===== src/rtl/tone_sched_pkg.sv =====
// Shared types and constants for the four-source tone scheduler.
package tone_sched_pkg;

  localparam int unsigned CNT_W   = 26;
  localparam int unsigned NUM_SRC = 4;

  localparam logic [11:0] FREQ0_DEF = 12'd440;
  localparam logic [11:0] FREQ1_DEF = 12'd494;
  localparam logic [11:0] FREQ2_DEF = 12'd523;
  localparam logic [11:0] FREQ3_DEF = 12'd587;

  typedef enum logic [1:0] {StIdle, StPlay, StGap} state_e;

  // Lowest set index wins; callers only use the result when the vector is nonzero.
  function automatic logic [1:0] lowest_idx(input logic [NUM_SRC-1:0] v);
    if (v[0])      return 2'd0;
    else if (v[1]) return 2'd1;
    else if (v[2]) return 2'd2;
    else           return 2'd3;
  endfunction

endpackage


===== src/rtl/rise_detect.sv =====
// Rising-edge detector against a registered copy of the input; reset reloads the history.
module rise_detect #(
  parameter int unsigned Width = 4
) (
  input  logic             clk,
  input  logic             rst,
  input  logic [Width-1:0] sig_i,
  output logic [Width-1:0] rise_o
);

  logic [Width-1:0] sig_q;

  // Loading the history every cycle (including reset) keeps held levels from triggering.
  always_ff @(posedge clk) begin
    sig_q <= sig_i;
  end

  assign rise_o = rst ? '0 : (sig_i & ~sig_q);

endmodule


===== src/rtl/tone_scheduler.sv =====
// Priority tone scheduler: plays one note per trigger, preempts on higher priority, queues lower.
module tone_scheduler
  import tone_sched_pkg::*;
#(
  parameter int unsigned HOLD_CYCLES = 50000000,
  parameter int unsigned GAP_CYCLES  = 5000000,
  parameter logic [11:0] FREQ0       = FREQ0_DEF,
  parameter logic [11:0] FREQ1       = FREQ1_DEF,
  parameter logic [11:0] FREQ2       = FREQ2_DEF,
  parameter logic [11:0] FREQ3       = FREQ3_DEF
) (
  input  logic        clk,
  input  logic        rst,
  input  logic [3:0]  req,
  output logic [11:0] freq,
  output logic        is_playing,
  output logic [3:0]  grant,
  output logic [3:0]  pending
);

  localparam logic [CNT_W-1:0] HOLD_LOAD = CNT_W'(HOLD_CYCLES - 1);
  localparam logic [CNT_W-1:0] GAP_LOAD  = CNT_W'(GAP_CYCLES - 1);

  state_e            state_q, state_d;
  logic [CNT_W-1:0]  cnt_q, cnt_d;
  logic [3:0]        pend_q, pend_d;
  logic [3:0]        grant_q, grant_d;
  logic [11:0]       freq_q, freq_d;
  logic [3:0]        rise;
  logic [3:0]        higher;
  logic [3:0]        new_grant;
  logic [1:0]        sel_idx;

  function automatic logic [11:0] freq_of(input logic [1:0] idx);
    unique case (idx)
      2'd0:    return FREQ0;
      2'd1:    return FREQ1;
      2'd2:    return FREQ2;
      default: return FREQ3;
    endcase
  endfunction

  rise_detect #(
    .Width(NUM_SRC)
  ) u_rise (
    .clk   (clk),
    .rst   (rst),
    .sig_i (req),
    .rise_o(rise)
  );

  always_comb begin
    state_d   = state_q;
    cnt_d     = cnt_q;
    pend_d    = pend_q | rise;
    grant_d   = grant_q;
    freq_d    = freq_q;
    // Bits strictly below the one-hot grant are the higher-priority sources.
    higher    = rise & (grant_q - 4'd1);
    new_grant = grant_q;
    sel_idx   = lowest_idx(pend_q);

    unique case (state_q)
      StIdle: begin
        if (pend_q != '0) begin
          pend_d  = (pend_q | rise) & ~(4'b0001 << sel_idx);
          cnt_d   = HOLD_LOAD;
          freq_d  = freq_of(sel_idx);
          grant_d = 4'b0001 << sel_idx;
          state_d = StPlay;
        end
      end
      StPlay: begin
        if (higher != '0) new_grant = 4'b0001 << lowest_idx(higher);
        pend_d = (pend_q | rise) & ~new_grant;
        // Preempt or retrigger wins over expiry; the preempted source is simply dropped.
        if ((rise & new_grant) != '0) begin
          cnt_d   = HOLD_LOAD;
          grant_d = new_grant;
          freq_d  = freq_of(lowest_idx(new_grant));
        end else if (cnt_q == '0) begin
          state_d = StGap;
          cnt_d   = GAP_LOAD;
          grant_d = '0;
          freq_d  = '0;
        end else begin
          cnt_d = cnt_q - CNT_W'(1);
        end
      end
      StGap: begin
        if (cnt_q == '0) state_d = StIdle;
        else             cnt_d   = cnt_q - CNT_W'(1);
      end
      default: state_d = StIdle;
    endcase
  end

  always_ff @(posedge clk) begin
    if (rst) begin
      state_q <= StIdle;
      cnt_q   <= '0;
      pend_q  <= '0;
      grant_q <= '0;
      freq_q  <= '0;
    end else begin
      state_q <= state_d;
      cnt_q   <= cnt_d;
      pend_q  <= pend_d;
      grant_q <= grant_d;
      freq_q  <= freq_d;
    end
  end

  assign freq       = freq_q;
  assign grant      = grant_q;
  assign pending    = pend_q;
  assign is_playing = (state_q == StPlay);

endmodule


===== config.mk =====
export PLATFORM = sky130hd
export DESIGN_NAME = tone_scheduler
export DESIGN_NICKNAME = d
export VERILOG_FILES = /design/src/rtl/tone_sched_pkg.sv /design/src/rtl/rise_detect.sv /design/src/rtl/tone_scheduler.sv
export SDC_FILE = /design/constraint.sdc
export NUM_CORES = 1
export LEC_CHECK = 0
export CORE_MARGIN = 2
export CORE_UTILIZATION = 55
export CTS_BUF_LIST = sky130_fd_sc_hd__clkbuf_4 sky130_fd_sc_hd__clkbuf_8 sky130_fd_sc_hd__clkbuf_16
export DETAILED_ROUTE_END_ITERATION = 6
export GPL_TIMING_DRIVEN = 1
export PLACE_DENSITY = 0.83
export SYNTH_ARGS = -nofsm -noshare
export SYNTH_HDL_FRONTEND = slang
export SYNTH_SLANG_ARGS = --single-unit

===== constraint.sdc =====
create_clock -name clk -period 4.3 [get_ports clk]
set_input_delay 0.86 -clock clk [delete_from_list [all_inputs] [get_ports clk]]
set_output_delay 0.86 -clock clk [all_outputs]
set_load 0.01 [all_outputs]

==> impl_metrics.prom <==
# TYPE chip_impl_metric gauge
chip_impl_metric{name="cap_violations",unit=""} 0
chip_impl_info{name="grt_setup_unrepaired",value="no"} 1
chip_impl_metric{name="tightest_slew",unit="ps"} 926
chip_impl_metric{name="worst_case_setup_margin_in_the_final_layout",unit="ps"} 786
chip_impl_info{name="final_cell_mix",value="sky130_fd_sc_hd__dfxtp_1 (46), sky130_fd_sc_hd__nor2_1 (45), sky130_fd_sc_hd__o21ai_0 (42), sky130_fd_sc_hd__nand2_1 (35), sky130_fd_sc_hd__a21oi_1 (33)"} 1
chip_impl_metric{name="detail_route.first_pass.iterations",unit=""} 4
chip_impl_metric{name="floorplan.core_area",unit="mm^2"} 0.00482
chip_impl_metric{name="number_of_drc_markers_in_iteration_0",unit=""} 252
chip_impl_metric{name="design.die.area",unit="mm^2"} 0.00568
chip_impl_metric{name="clkSinkCount",unit=""} 46
chip_impl_metric{name="horiz_die_dim",unit="um"} 75.3
chip_impl_metric{name="postSynth.asyncResetShare",unit=""} 0
chip_impl_metric{name="starting_utilization_of_the_core_area",unit=""} 0.581
chip_impl_metric{name="finalCritPeriodShare",unit=""} 0.817
chip_impl_info{name="synth_top_family_by_area",value="simple AND/OR/NAND/NOR gates"} 1
chip_impl_metric{name="final-max-slew-violation-count",unit=""} 0
chip_impl_metric{name="pwr_density_cell",unit="mW/mm^2"} 780
chip_impl_metric{name="fin_skew",unit="ps"} 6.80
chip_impl_info{name="end_kind",value="flip-flop"} 1
chip_impl_metric{name="worst_ir_drop_vdd",unit="V"} 0.000476
chip_impl_metric{name="die_height",unit="um"} 75.3
chip_impl_metric{name="edff_count_synth",unit=""} 0
chip_impl_metric{name="boundaryPins",unit=""} 27
chip_impl_metric{name="synth.ff_latch_count",unit=""} 46
chip_impl_metric{name="via_count_of_the_first_global_routing_pass",unit=""} 2726
chip_impl_metric{name="setup_viol",unit=""} 0
chip_impl_info{name="synthFlopType",value="sky130_fd_sc_hd__dfxtp_1"} 1
chip_impl_metric{name="antenna_found_initial",unit=""} 0
chip_impl_metric{name="endpoint_arrival_time_on_the_critical_path",unit="ps"} 3770
chip_impl_info{name="synth_top_cell_by_area",value="sky130_fd_sc_hd__dfxtp_1"} 1
chip_impl_metric{name="hpwl",unit="um"} 5270
chip_impl_metric{name="layout_min_cycle_time",unit="ps"} 3510
chip_impl_info{name="worstHoldPathType",value="flip-flop to flip-flop"} 1
chip_impl_metric{name="finish.net_count",unit=""} 397
chip_impl_metric{name="timing.max_slew.rel_slack",unit=""} 0.380
chip_impl_metric{name="place_ws",unit="ps"} 520
chip_impl_metric{name="synth.distinct_cells",unit=""} 60
chip_impl_metric{name="numCtsBuffers",unit=""} 5
chip_impl_metric{name="final-hold-violation-count",unit=""} 0
chip_impl_metric{name="post_cts.resized_instances",unit=""} 0
chip_impl_metric{name="critical_path_peak_fanout",unit=""} 7
chip_impl_metric{name="num_rows",unit=""} 25
chip_impl_metric{name="yosys.area_share.adder",unit=""} 0.0224
chip_impl_metric{name="clock_tree.htree_level_count",unit=""} 2
chip_impl_metric{name="wl_per_cell",unit="um"} 16.5
chip_impl_metric{name="synthXorXnorAreaFrac",unit=""} 0.00939
chip_impl_info{name="cts_tree",value="yes"} 1
chip_impl_metric{name="gp_routability_congestion",unit=""} 1.01
chip_impl_info{name="status",value="completed"} 1
chip_impl_metric{name="num_vias",unit=""} 2879
chip_impl_metric{name="worst-endpoint-required",unit="ps"} 4550
chip_impl_metric{name="totalNegativeSetupSlack",unit="ps"} 0
chip_impl_metric{name="synthesis.yosys.warnings",unit=""} 0
chip_impl_metric{name="synthToLayoutAreaGrowth",unit="%"} 11.4
chip_impl_metric{name="syn-cell-area",unit="mm^2"} 0.00280
chip_impl_metric{name="drt-vias-per-instance",unit=""} 6.36
chip_impl_metric{name="post-cts-setup-buffers",unit=""} 0
chip_impl_info{name="worstSetupPathType",value="input pin to flip-flop"} 1
chip_impl_metric{name="holdBufCountCts",unit=""} 0
chip_impl_metric{name="wirelength",unit="um"} 7470
chip_impl_metric{name="wire_length_of_the_first_global_routing_pass",unit="um"} 12600
chip_impl_info{name="netlist_top_cells_area",value="sky130_fd_sc_hd__dfxtp_1 (33%), sky130_fd_sc_hd__o21ai_0 (7.5%), sky130_fd_sc_hd__nor2_1 (6.0%)"} 1
chip_impl_metric{name="cts_buffer_depth",unit=""} 2
chip_impl_info{name="final_common_cell",value="sky130_fd_sc_hd__dfxtp_1"} 1
chip_impl_metric{name="drive_above_1_share",unit=""} 0.0544
chip_impl_metric{name="antennaDiodeCount",unit=""} 0
chip_impl_metric{name="synth.avg_cell_area",unit="um^2"} 7.42
chip_impl_metric{name="final_antenna_net_count",unit=""} 0
chip_impl_metric{name="largest_net_degree_at_the_start_of_global_routing",unit=""} 31
chip_impl_info{name="launching_element_type_of_the_critical_path",value="input pin"} 1
chip_impl_metric{name="synth-compound-area-share",unit=""} 0.277
chip_impl_metric{name="netlist_instances",unit=""} 377
chip_impl_metric{name="totalPowerFinal",unit="mW"} 2.43
chip_impl_metric{name="clk_transition_reported_paths",unit="ps"} 80
chip_impl_info{name="buffer_type_at_the_clock_tree_root",value="sky130_fd_sc_hd__clkbuf_8"} 1
chip_impl_metric{name="portBuffers",unit=""} 24
chip_impl_metric{name="synth-seq-area-share",unit=""} 0.329
chip_impl_metric{name="power.leakage",unit="nW"} 1.15
chip_impl_metric{name="timing_limited_maximum_frequency",unit="MHz"} 285
chip_impl_metric{name="worstSkewPairLatency",unit="ps"} 300
chip_impl_metric{name="grt_overflow",unit=""} 0
chip_impl_metric{name="synth.top_cell.area_share",unit=""} 0.329
chip_impl_metric{name="yosys-mux-area-fraction",unit=""} 0
chip_impl_metric{name="area_share_of_and_or_nand_nor_cells_after_synthesis",unit=""} 0.291
chip_impl_metric{name="drt_drc_violations_left",unit=""} 0
chip_impl_metric{name="grt_use_total",unit=""} 0.283
power by group:
part / switching [mW] / total [mW] / internal, mW
clock network: 0.145 / 0.331 / 0.186
logic: 0.873 / 1.41 / 0.536
registers: 0.132 / 0.689 / 0.557
cells by family after synthesis:
group                    after synthesis
AND/OR/NAND/NOR                      157
AO/OA/AOI/OAI                        125
flip-flops                            46
buffers and inverters                 40
adder cells (fa/ha/maj)                5
XOR/XNOR                               3
other                                  1
final cells by class:
type                       instances  area, um^2
clock inverter                     1        30.0
inverter                          14        52.6
clock buffer                       6        82.6
timing repair buffer              27         263
multi-input combinational        292        1680
fill                             432        1700
tap                               67        83.8
sequential                        46         921
critical path, stage by stage:
cell and delay [ps]:
sky130_fd_sc_hd__clkdlybuf4s50_1 570, sky130_fd_sc_hd__nand4bb_1 240, sky130_fd_sc_hd__o311ai_0 200, sky130_fd_sc_hd__a2111oi_1 780, sky130_fd_sc_hd__or3_1 350, sky130_fd_sc_hd__a21oi_1 100, sky130_fd_sc_hd__nor4b_1 490, sky130_fd_sc_hd__a31o_2 180
registers in the layout, indices dropped and copies added (netlist names):
signal / count
freq: 7
cnt_q: 26
grant: 3
u_rise.sig_q: 4
pending: 4
state_q: 2
final timing paths:
check | from | end | slack (ps) | cells past startpoint
min reg2reg | cnt_q[13] | cnt_q[13] | 490 | 2
max reg2reg | freq[4] | cnt_q[1] | 1040 | 9
max | rst | freq[8] | 790 | 8
min | cnt_q[13] | cnt_q[13] | 490 | 2
layer usage:
| metal | GRT usage | part of all wire | wire length, um |
|---|---|---|---|
| met5 | 0 | 0 | 0 |
| met2 | 0.442 | 0.46 | 3470 |
| met4 | 0.0994 | 0.012 | 91 |
| met1 | 0.395 | 0.46 | 3400 |
| met3 | 0.0503 | 0.068 | 511 |
cell usage after synthesis (6+ instances only):
cell type                  instances
sky130_fd_sc_hd__nor4_1            8
sky130_fd_sc_hd__o21ai_0          42
sky130_fd_sc_hd__nand2b_1          7
sky130_fd_sc_hd__a211oi_1          6
sky130_fd_sc_hd__nand3_1           7
sky130_fd_sc_hd__or3_1             7
sky130_fd_sc_hd__buf_4             7
sky130_fd_sc_hd__a21oi_1          33
sky130_fd_sc_hd__inv_1            13
sky130_fd_sc_hd__nor3_1           23
sky130_fd_sc_hd__dfxtp_1          46
sky130_fd_sc_hd__clkbuf_1         12
sky130_fd_sc_hd__nand2_1          35
sky130_fd_sc_hd__nor2_1           45
through the flow:
step	instance area, um^2	utilization	hold slack (ps)	cells
global route	3120	0.647	527	453
floorplan	2800	-	450	378
global placement	3000	0.624	465	446
detailed placement	3000	0.624	481	446
CTS	3120	0.647	490	453
finish	3120	0.647	491	453
No activity file was read; power rests on OpenSTA's default activity.
